### src/rtl/instr_register_pkg.sv
// Shared types for the instruction register and the execute stage behind it.
// Holds the instruction/operand types plus the execute-stage result and FSM state types.
package instr_register_pkg;

  localparam int OP_W   = 32;
  localparam int RES_W  = 64;
  localparam int ADDR_W = 5;

  typedef enum logic [3:0] {
    ZERO,
    PASSA,
    PASSB,
    ADD,
    SUB,
    MULT,
    DIV,
    MOD
  } opcode_t;

  typedef logic signed [OP_W-1:0] operand_t;
  typedef logic [ADDR_W-1:0]      address_t;

  typedef struct packed {
    opcode_t  opc;
    operand_t op_a;
    operand_t op_b;
  } instruction_t;

  typedef logic signed [RES_W-1:0] result_t;

  // State names are prefixed because DIV is already taken by opcode_t.
  typedef enum logic [1:0] {
    ST_IDLE,
    ST_DIV,
    ST_WAIT_OUT
  } exec_state_t;

  function automatic result_t sext(input operand_t v);
    return result_t'(v);
  endfunction

endpackage

### src/rtl/exec_divider.sv
// Signed restoring divider: one quotient bit per clock, W clocks after start.
// Divides magnitudes, then applies signs (quotient toward zero, remainder follows dividend).
module exec_divider #(
  parameter int W = 32
) (
  input  logic         clk,
  input  logic         reset,
  input  logic         start,
  input  logic [W-1:0] dividend,
  input  logic [W-1:0] divisor,
  output logic [W-1:0] quotient,
  output logic [W-1:0] remainder,
  output logic         done
);

  localparam int CW = $clog2(W + 1);

  logic [W-1:0]  rem;
  logic [W-1:0]  quo;
  logic [W-1:0]  dvsr;
  logic [CW-1:0] cnt;
  logic          neg_q;
  logic          neg_r;
  logic [W:0]    shifted;
  logic [W:0]    diff;

  // Magnitudes never exceed 2^(W-1), so W+1 bits hold the trial subtraction with its sign.
  always_comb begin
    shifted = {rem, quo[W-1]};
    diff    = shifted - {1'b0, dvsr};
  end

  always_ff @(posedge clk or posedge reset) begin
    if (reset) begin
      rem   <= '0;
      quo   <= '0;
      dvsr  <= '0;
      cnt   <= '0;
      neg_q <= 1'b0;
      neg_r <= 1'b0;
      done  <= 1'b0;
    end else if (start) begin
      rem   <= '0;
      quo   <= dividend[W-1] ? -dividend : dividend;
      dvsr  <= divisor[W-1] ? -divisor : divisor;
      cnt   <= CW'(W);
      neg_q <= dividend[W-1] ^ divisor[W-1];
      neg_r <= dividend[W-1];
      done  <= 1'b0;
    end else if (cnt != '0) begin
      if (!diff[W]) begin
        rem <= diff[W-1:0];
        quo <= {quo[W-2:0], 1'b1};
      end else begin
        rem <= shifted[W-1:0];
        quo <= {quo[W-2:0], 1'b0};
      end
      cnt <= cnt - CW'(1);
      if (cnt == CW'(1)) done <= 1'b1;
    end
  end

  assign quotient  = neg_q ? -quo : quo;
  assign remainder = neg_r ? -rem : rem;

endmodule

### src/rtl/instr_exec_unit.sv
// Execute stage: single-cycle ALU ops, iterative DIV/MOD, one-entry registered output.
// Optional overflow flag port out_ovf is built only when EXEC_OVF_FLAG_EN is defined.
module instr_exec_unit
  import instr_register_pkg::*;
#(
  parameter int OP_WIDTH  = 32,
  parameter int RES_WIDTH = 64
) (
  input  logic                        clk,
  input  logic                        reset,
  input  logic                        in_valid,
  output logic                        in_ready,
  input  instruction_t                in_instr,
  input  address_t                    in_tag,
  output logic                        out_valid,
  input  logic                        out_ready,
  output logic signed [RES_WIDTH-1:0] out_result,
  output opcode_t                     out_opcode,
  output address_t                    out_tag,
  output logic                        out_div_zero,
`ifdef EXEC_OVF_FLAG_EN
  output logic                        out_ovf,
`endif
  output logic                        busy,
  output exec_state_t                 dbg_state
);

  localparam int CNT_W = $clog2(OP_WIDTH + 1);

  // Handshakes: a transfer happens on a rising edge where valid && ready are both high;
  // valid never depends on ready, and the output register holds all out_* while stalled.

  exec_state_t      state;
  logic [CNT_W-1:0] div_cnt;
  opcode_t          lat_opc;
  address_t         lat_tag;

  logic          free;
  logic          accept;
  logic          is_divop;
  logic          start_div;
  result_t       a_ext;
  result_t       b_ext;
  result_t       fast_result;
  result_t       div_result;
  logic [OP_WIDTH-1:0] div_quo;
  logic [OP_WIDTH-1:0] div_rem;
  logic          div_done;

  assign free      = !out_valid || out_ready;
  assign in_ready  = (state == ST_IDLE) && free;
  assign accept    = in_valid && in_ready;
  assign is_divop  = (in_instr.opc == DIV) || (in_instr.opc == MOD);
  assign start_div = accept && is_divop && (in_instr.op_b != '0);
  assign busy      = (state != ST_IDLE);
  assign dbg_state = state;

  // DIV/MOD with a zero divisor take this path and yield 0; unknown opcodes also yield 0.
  always_comb begin
    a_ext       = sext(in_instr.op_a);
    b_ext       = sext(in_instr.op_b);
    fast_result = '0;
    case (in_instr.opc)
      PASSA:   fast_result = a_ext;
      PASSB:   fast_result = b_ext;
      ADD:     fast_result = a_ext + b_ext;
      SUB:     fast_result = a_ext - b_ext;
      MULT:    fast_result = a_ext * b_ext;
      default: fast_result = '0;
    endcase
  end

`ifdef EXEC_OVF_FLAG_EN
  logic     fast_ovf;
  logic     lat_ovf;
  operand_t sum_w;
  operand_t dif_w;

  always_comb begin
    sum_w    = in_instr.op_a + in_instr.op_b;
    dif_w    = in_instr.op_a - in_instr.op_b;
    fast_ovf = 1'b0;
    case (in_instr.opc)
      ADD: fast_ovf = (in_instr.op_a[OP_WIDTH-1] == in_instr.op_b[OP_WIDTH-1]) &&
                      (sum_w[OP_WIDTH-1] != in_instr.op_a[OP_WIDTH-1]);
      SUB: fast_ovf = (in_instr.op_a[OP_WIDTH-1] != in_instr.op_b[OP_WIDTH-1]) &&
                      (dif_w[OP_WIDTH-1] != in_instr.op_a[OP_WIDTH-1]);
      default: fast_ovf = 1'b0;
    endcase
  end
`endif

  exec_divider #(.W(OP_WIDTH)) u_div (
    .clk       (clk),
    .reset     (reset),
    .start     (start_div),
    .dividend  (in_instr.op_a),
    .divisor   (in_instr.op_b),
    .quotient  (div_quo),
    .remainder (div_rem),
    .done      (div_done)
  );

  // The divider keeps its result until the next start, which also covers WAIT_OUT.
  assign div_result = (lat_opc == MOD) ? sext(div_rem) : sext(div_quo);

  always_ff @(posedge clk or posedge reset) begin
    if (reset) begin
      state        <= ST_IDLE;
      div_cnt      <= '0;
      lat_opc      <= ZERO;
      lat_tag      <= '0;
      out_valid    <= 1'b0;
      out_result   <= '0;
      out_opcode   <= ZERO;
      out_tag      <= '0;
      out_div_zero <= 1'b0;
`ifdef EXEC_OVF_FLAG_EN
      out_ovf      <= 1'b0;
      lat_ovf      <= 1'b0;
`endif
    end else begin
      if (out_valid && out_ready) out_valid <= 1'b0;
      case (state)
        ST_IDLE: begin
          if (start_div) begin
            state   <= ST_DIV;
            div_cnt <= CNT_W'(OP_WIDTH);
            lat_opc <= in_instr.opc;
            lat_tag <= in_tag;
`ifdef EXEC_OVF_FLAG_EN
            lat_ovf <= (in_instr.opc == DIV) &&
                       (in_instr.op_a == {1'b1, {(OP_WIDTH-1){1'b0}}}) &&
                       (in_instr.op_b == '1);
`endif
          end else if (accept) begin
            out_valid    <= 1'b1;
            out_result   <= fast_result;
            out_opcode   <= in_instr.opc;
            out_tag      <= in_tag;
            out_div_zero <= is_divop;
`ifdef EXEC_OVF_FLAG_EN
            out_ovf      <= fast_ovf;
`endif
          end
        end
        ST_DIV: begin
          if (div_cnt != '0) begin
            div_cnt <= div_cnt - CNT_W'(1);
          end else if (div_done) begin
            if (free) begin
              state        <= ST_IDLE;
              out_valid    <= 1'b1;
              out_result   <= div_result;
              out_opcode   <= lat_opc;
              out_tag      <= lat_tag;
              out_div_zero <= 1'b0;
`ifdef EXEC_OVF_FLAG_EN
              out_ovf      <= lat_ovf;
`endif
            end else begin
              state <= ST_WAIT_OUT;
            end
          end
        end
        ST_WAIT_OUT: begin
          if (free) begin
            state        <= ST_IDLE;
            out_valid    <= 1'b1;
            out_result   <= div_result;
            out_opcode   <= lat_opc;
            out_tag      <= lat_tag;
            out_div_zero <= 1'b0;
`ifdef EXEC_OVF_FLAG_EN
            out_ovf      <= lat_ovf;
`endif
          end
        end
        default: state <= ST_IDLE;
      endcase
    end
  end

endmodule

### config.mk
export PLATFORM = sky130hd
export DESIGN_NAME = instr_exec_unit
export DESIGN_NICKNAME = d
export VERILOG_FILES = /design/src/rtl/instr_register_pkg.sv /design/src/rtl/exec_divider.sv /design/src/rtl/instr_exec_unit.sv
export SDC_FILE = /design/constraint.sdc
export NUM_CORES = 2
export LEC_CHECK = 0
export ABC_AREA = 1
export BUFFER_PORTS_ARGS = -buffer_cell sky130_fd_sc_hd__buf_2
export CAP_MARGIN = 20
export CORE_MARGIN = 5
export CORE_UTILIZATION = 30
export CTS_BUF_LIST = sky130_fd_sc_hd__clkbuf_16
export DETAILED_ROUTE_END_ITERATION = 8
export GPL_ROUTABILITY_DRIVEN = 0
export GPL_TIMING_DRIVEN = 0
export PLACE_DENSITY = 0.55
export SLEW_MARGIN = 40
export SYNTH_ARGS = -nofsm -noshare
export SYNTH_HDL_FRONTEND = slang
export SYNTH_HIERARCHICAL = 1
export SYNTH_SLANG_ARGS = --single-unit
### constraint.sdc
create_clock -name clk -period 3.9 [get_ports clk]
set_input_delay 0.195 -clock clk [delete_from_list [all_inputs] [get_ports clk]]
set_output_delay 0.195 -clock clk [all_outputs]
set_load 0.005 [all_outputs]
; ---- Word level (Yosys, flattened, before mapping)
; Cells that the tools add are included.
; W data, S select, Z words.
[totals]
wordCells = 124
inputBits = 77
register_bits = 197
output_inout_bits = 79
[classes]
n_reduce_logical = 22
multipliers = 1
n_eq_ne = 18
addsub = 9
mux = 57
bitwise = 1
[ops]
columns = op, count
row1 = $mux W64, 6
row2 = $pmux W64 S5, 1
row3 = $mux W32, 9
row4 = $pmux W64 S3, 1
row5 = $neg A32 Y32, 4
row6 = $mul A32 B32 Y64, 1
row7 = $add A32 B32 Y33, 1
row8 = $sub A32 B32 Y33, 1
row9 = $sub A33 B32 Y33, 1
row10 = $reduce_bool A32 Y1, 1
row11 = $mux W5, 5
row12 = $mux W6, 4
row13 = $eq A4 B3 Y1 const B, 5
row14 = $mux W4, 5
row15 = $mux W1, 15
row16 = $pmux W5 S3, 1
row17 = $ne A2 B2 Y1 const B, 6
row18 = $pmux W4 S3, 1
row19 = $pmux W6 S2, 1
row20 = $reduce_bool A6 Y1, 2
row21 = $sub A6 B1 Y6 const B, 2
row22 = $mux W2, 5
row23 = $eq A4 B2 Y1 const B, 2
row24 = $reduce_bool A2 Y1, 4
row25 = other kinds (17), 24

; ---- Logic depth before layout (Yosys ltp)
[depth]
ltp_word = 8
mapped_depth = 36
depth_no_buf = 34

; ---- Hierarchy
; Netlist, hierarchy kept.
[modules_own_cells]
columns = module, instances, cells_each, area_each_um2
row1 = instr_exec_unit, 1, 6779, 49148.4
row2 = exec_divider, 1, 1793, 10859.2

; ---- Least setup slack after synthesis
; No wires, ideal clock.
[synth_path]
kind = in2reg
start = input port in_instr[63] (netlist name)
end = register out_result[54]
setup_time_ps = 126
required_ps = 3774
t_arrival_ps = 7151
path_slack_ps = -3377
path_stages = 32
cell_sequence = clkbuf_1 clkbuf_1 nand2_1 inv_1 fa_1 inv_1 fa_1 inv_1 fa_1 fa_1 inv_1 fa_1 inv_1 fa_1 inv_1 fa_1 inv_1 fa_1 ha_1 nand2_1 nor2_1 nand2_1 inv_1 nand2_1 nor3_1 nand2_1 inv_1 nor2_1 nor2_1 nor2_1 o21ai_0 a21oi_1
[synth_between]
elab_chain_len = 5
[synth_rtl]
columns = item, line
row1 = start: declaration, instr_exec_unit.sv:13  ; input instruction_t in_instr,
row2 = "$mul A32 B32 Y64, or another cell as far along", instr_exec_unit.sv:68  ; MULT: fast_result = a_ext * b_ext;
row3 = $pmux W64 S5 *, instr_exec_unit.sv:63  ; case (in_instr.opc)
row4 = $mux W64 *, instr_exec_unit.sv:136  ; end else if (accept) begin
row5 = $mux W64 *, instr_exec_unit.sv:126  ; if (start_div) begin
row6 = $pmux W64 S3 *, instr_exec_unit.sv:124  ; case (state)
row7 = end signal: assignment, instr_exec_unit.sv:138  ; out_result <= fast_result;
row8 = end signal: assignment, instr_exec_unit.sv:154  ; out_result <= div_result;
row9 = end signal: assignment, instr_exec_unit.sv:170  ; out_result <= div_result;
row10 = end: declaration, instr_exec_unit.sv:17  ; output logic signed [RES_WIDTH-1:0] out_result,
; Every way passes the cells marked *; elsewhere a longest branch is shown, timed or not. The select of a mux whose other input is x is not followed.
; A chain may end at the register's enable or synchronous reset.

; ---- Worst setup path after layout
[layout_path]
start = input port in_instr[4] (netlist name)
end = register out_result[58]
[layout_between]
elab_chain_len = 5
[layout_rtl]
columns = item, line
row1 = "$mul A32 B32 Y64, or another cell as far along", instr_exec_unit.sv:68
row2 = $pmux W64 S5, instr_exec_unit.sv:63
row3 = $mux W64, instr_exec_unit.sv:136
row4 = $mux W64, instr_exec_unit.sv:126
row5 = $pmux W64 S3, instr_exec_unit.sv:124
; Parallel ways exist; a longest one is shown, timed or not. The select of a mux whose other input is x is not followed.

==> impl_results.md <==
* DIE HEIGHT at 457 µm
* Core area at 199000 µm²
* Die width at between 400 and 500 µm
* Cell area after synthesis at 60000 µm²
* 1st-pass router iterations at 8
* Max-Cap Viols at 0
* CTS Buf Count at 17
* Io pins at 156
* Drt via density at about 5.1
* CTS tree: built
* Total GRT Usage at 26.2%
* Max-slew violation count at 0
* Syn Nets at 10.0k
* I/O Buffers at 155
* Worst slew pin tran at 935 ps
* Number of synthesized flops with an enable pin at 0
* Sequential cell area fraction in the yosys report at just over 8%
* Worst setup EP type: flip-flop
* DRT antenna net count at 0
* Initial Utilization at 30.1%
* Clk slew on worst S/H paths at 90 ps
* Register-to-register setup slack at 510 ps
* Final Net Count at slightly above 10k
* Max_slew headroom at 37.6%
* Worst hold path type: input port to flip-flop
* Syn Area/Cell at 7.00 µm²
* Max Clk Rate at 143 MHz
* Antenna violations before repair at 11
* CP required at around 4300 ps
* DRC viols at 0
* # setup viols final at 59
* Clock latency on the worst-skew pair at 500 ps
* Hold Violations, Final at 0
* Dpl cell area at 66200 µm²
* Clk root buf: clkbuf_16
* Startpoint Class: input port
* Post-synth top flop: dfrtp_1
* Final Worst Setup Slack at -3080 ps
* # H-tree levels at 4
* Total number of vias at 58.4k
* First-pass GRT wire length at ~400000 µm
* Fraction of registers with async set/reset at 100%
* Largest net degree at the start of global routing at 68
* YS warnings at 6
* Crit Path Category: input port to flip-flop
* Synth Register Bits at just under 200
* Final HPWL DP at 228000 µm
* Initial DRC count at 6767
* Clock Skew at 17.1 ps
* GRT overflow at 0
* Clk buf depth at 2
* Routed Wire Length at 278000 µm
* Fraction of layout cells with a size suffix above 1 at between 15 and 20%
* Rows at 164
* Fin crit period at roughly 7000 ps
* FILL cells at 21.0k
* Synth cell types at 59
* Drt wl/cell at ~24 µm
* CTS Sinks at 197
* Worst EP arrival at 7390 ps
* Failing checks: negative setup slack
* Final instance area at roughly 73000 µm²
* Outcome: finished with violations
* Syn-to-layout area delta at 21.0%
* CP Max Fanout at 4
* RSZ-0062 raised after global routing: true
* Vias in the first global route at 58.2k
* Die area at between 200000 and 250000 µm²
* Period utilization at 179%
* Post-Synthesis Cells at 8572
per-layer routing:
| layer | routed length [µm] | track usage [%] | up-vias |
|---|---|---|---|
| li1 | - | - | 25715 |
| met1 | 109000 | 33.7 | 28571 |
| met2 | 116000 | 38.8 | 3352 |
| met3 | 30500 | 7.15 | 779 |
| met4 | 22800 | 16.6 | 4 |
| met5 | 22 | 0 | - |
synth_stat cells (4+ instances only):
cell type  count  share of area (%)
a21oi_1      225                1.9
nor2_1       588                3.7
nand3_2       21               0.35
xor2_1        82                1.2
a221oi_1       4              0.058
inv_2         17               0.11
o21ai_0      226                1.9
nor2_2         9              0.094
nand2_1     2437                 15
nor3_1        57               0.48
buf_1          9              0.056
xnor2_1       29               0.42
nand4_1       83               0.87
or2_2         20               0.21
dfrtp_1      197                8.2
buf_2         33               0.28
nand2_2       59               0.62
o22ai_1       14               0.15
o211ai_1      18               0.23
o221ai_1      18               0.26
nand2_4        8               0.15
fa_1        1085                 36
a31oi_1       35               0.36
ha_1         292                6.1
nand3b_1      26               0.33
buf_12         4               0.13
buf_6          7               0.13
a21boi_0      14               0.18
nand3_1      364                3.0
inv_1       2204                 14
o21bai_1      28               0.35
clkbuf_1     254                1.6
buf_4         19               0.24
o21a_1         5              0.063
and2_1         5              0.052
nor4_1        16               0.17
a21oi_2       23               0.34
registers in the layout, indices dropped and copies added, names as in the netlist:
register,count
dbg_state,2
div_cnt,6
lat_opc,4
lat_tag,5
out_div_zero,1
out_opcode,4
out_result,64
out_tag,5
out_valid,1
u_div/cnt,6
u_div/done,1
u_div/dvsr,32
u_div/neg_q,1
u_div/neg_r,1
u_div/quo,32
u_div/rem,32
per-stage QoR:
stage	util (%)	hold WS, ps	setup WS, ps	std cells	TNS, ps
final	36.4	42.8	-3080	11565	-153380
after CTS	35.8	8.21	-3060	11524	-146500
after detailed placement	33.2	204	-5090	11386	-246580
after floorplan	-	305	-2970	8572	-124350
after global routing	36.4	18.3	-3220	11560	-160800
after global placement	33.1	411	-5350	11383	-318690
area by class of cell:
| cell class | instances | area (µm²) | area share (%) |
|---|---|---|---|
| timing repair buffer | 307 | 2730 | 3.75 |
| antenna | 6 | 15.0 | 0.0207 |
| sequential | 197 | 4930 | 6.79 |
| buffer | 319 | 3550 | 4.89 |
| inverter | 2225 | 8400 | 11.6 |
| multi-input combinational | 5823 | 49100 | 67.6 |
| clock buffer | 17 | 425 | 0.586 |
| clock inverter | 15 | 185 | 0.255 |
| tap | 2656 | 3320 | 4.58 |
critical path, cell delays in order:
cell,delay (ps)
buf_12,120
clkbuf_16,160
clkbuf_16,140
nand2_4,50
inv_2,40
fa_2,560
fa_1,460
fa_4,950
buf_4,160
buf_12,110
fa_1,430
fa_1,580
fa_2,460
fa_2,690
fa_1,500
ha_4,340
nand2_4,80
nor2_4,140
inv_2,100
nor2_4,120
inv_2,70
nor2_4,180
nand3_2,150
nand3_2,100
nand2_2,60
nor2_4,160
o21ai_2,90
a21oi_1,170
logic make-up after synthesis:
group	Yosys count	share of synthesized area (%)
AO/OA/AOI/OAI	628	6.02
AND/OR/NAND/NOR	3707	25.5
buffers and inverters	2552	16.4
XOR/XNOR	111	1.62
adder cells (fa/ha/maj)	1377	42.3
flip-flops	197	8.22
cells in the final DEF, fill, tap and decap left out, types with 41 or more instances in the layout:
master	synthesis	routed
a21oi_1	225	154
a21oi_2	23	71
buf_2	33	126
buf_4	19	140
buf_6	7	62
clkbuf_1	254	50
clkbuf_16	0	67
clkbuf_8	0	70
dfrtp_1	197	197
fa_1	1085	1000
fa_2	0	84
ha_1	292	216
ha_4	0	71
inv_1	2204	2109
inv_2	17	101
nand2_1	2437	2219
nand2_2	59	189
nand2_4	8	92
nand3_1	364	320
nand3_2	21	52
nand4_1	83	83
nor2_1	588	484
nor2_2	9	41
nor2_4	2	74
nor3_1	57	53
o21ai_0	226	185
xor2_1	82	82
path summary, 6_finish.rpt:
check                                              start                          to  cells past startpoint
worst min register to register    lat_tag[3]$_DFFE_PP0P_      lat_tag[3]$_DFFE_PP0P_                      2
max in group asynchronous                          reset  u_div/dvsr[11]$_DFFE_PP0P_                      4
worst max register to register  dbg_state[0]$_DFFE_PP0P_   u_div/quo[17]$_DFFE_PP0P_                     13
worst min-delay path                        in_instr[16]  u_div/dvsr[16]$_DFFE_PP0P_                      3
worst max-delay path                         in_instr[4]  out_result[58]$_DFFE_PP0P_                     28
min in group asynchronous                          reset      out_tag[3]$_DFFE_PP0P_                      3
timing repair:
item,CTS,global route
gates resized for setup,932,305
endpoints found under the setup margin,60,59
hold buffers,10,0
pin swaps,287,242
buffers inserted,98,41
cloned,1,0
endpoints found under the hold margin,119,0
Power is left out: the tool's default activity adds up to more than one toggle a clock period on the data nets, which glitch-free logic cannot reach.
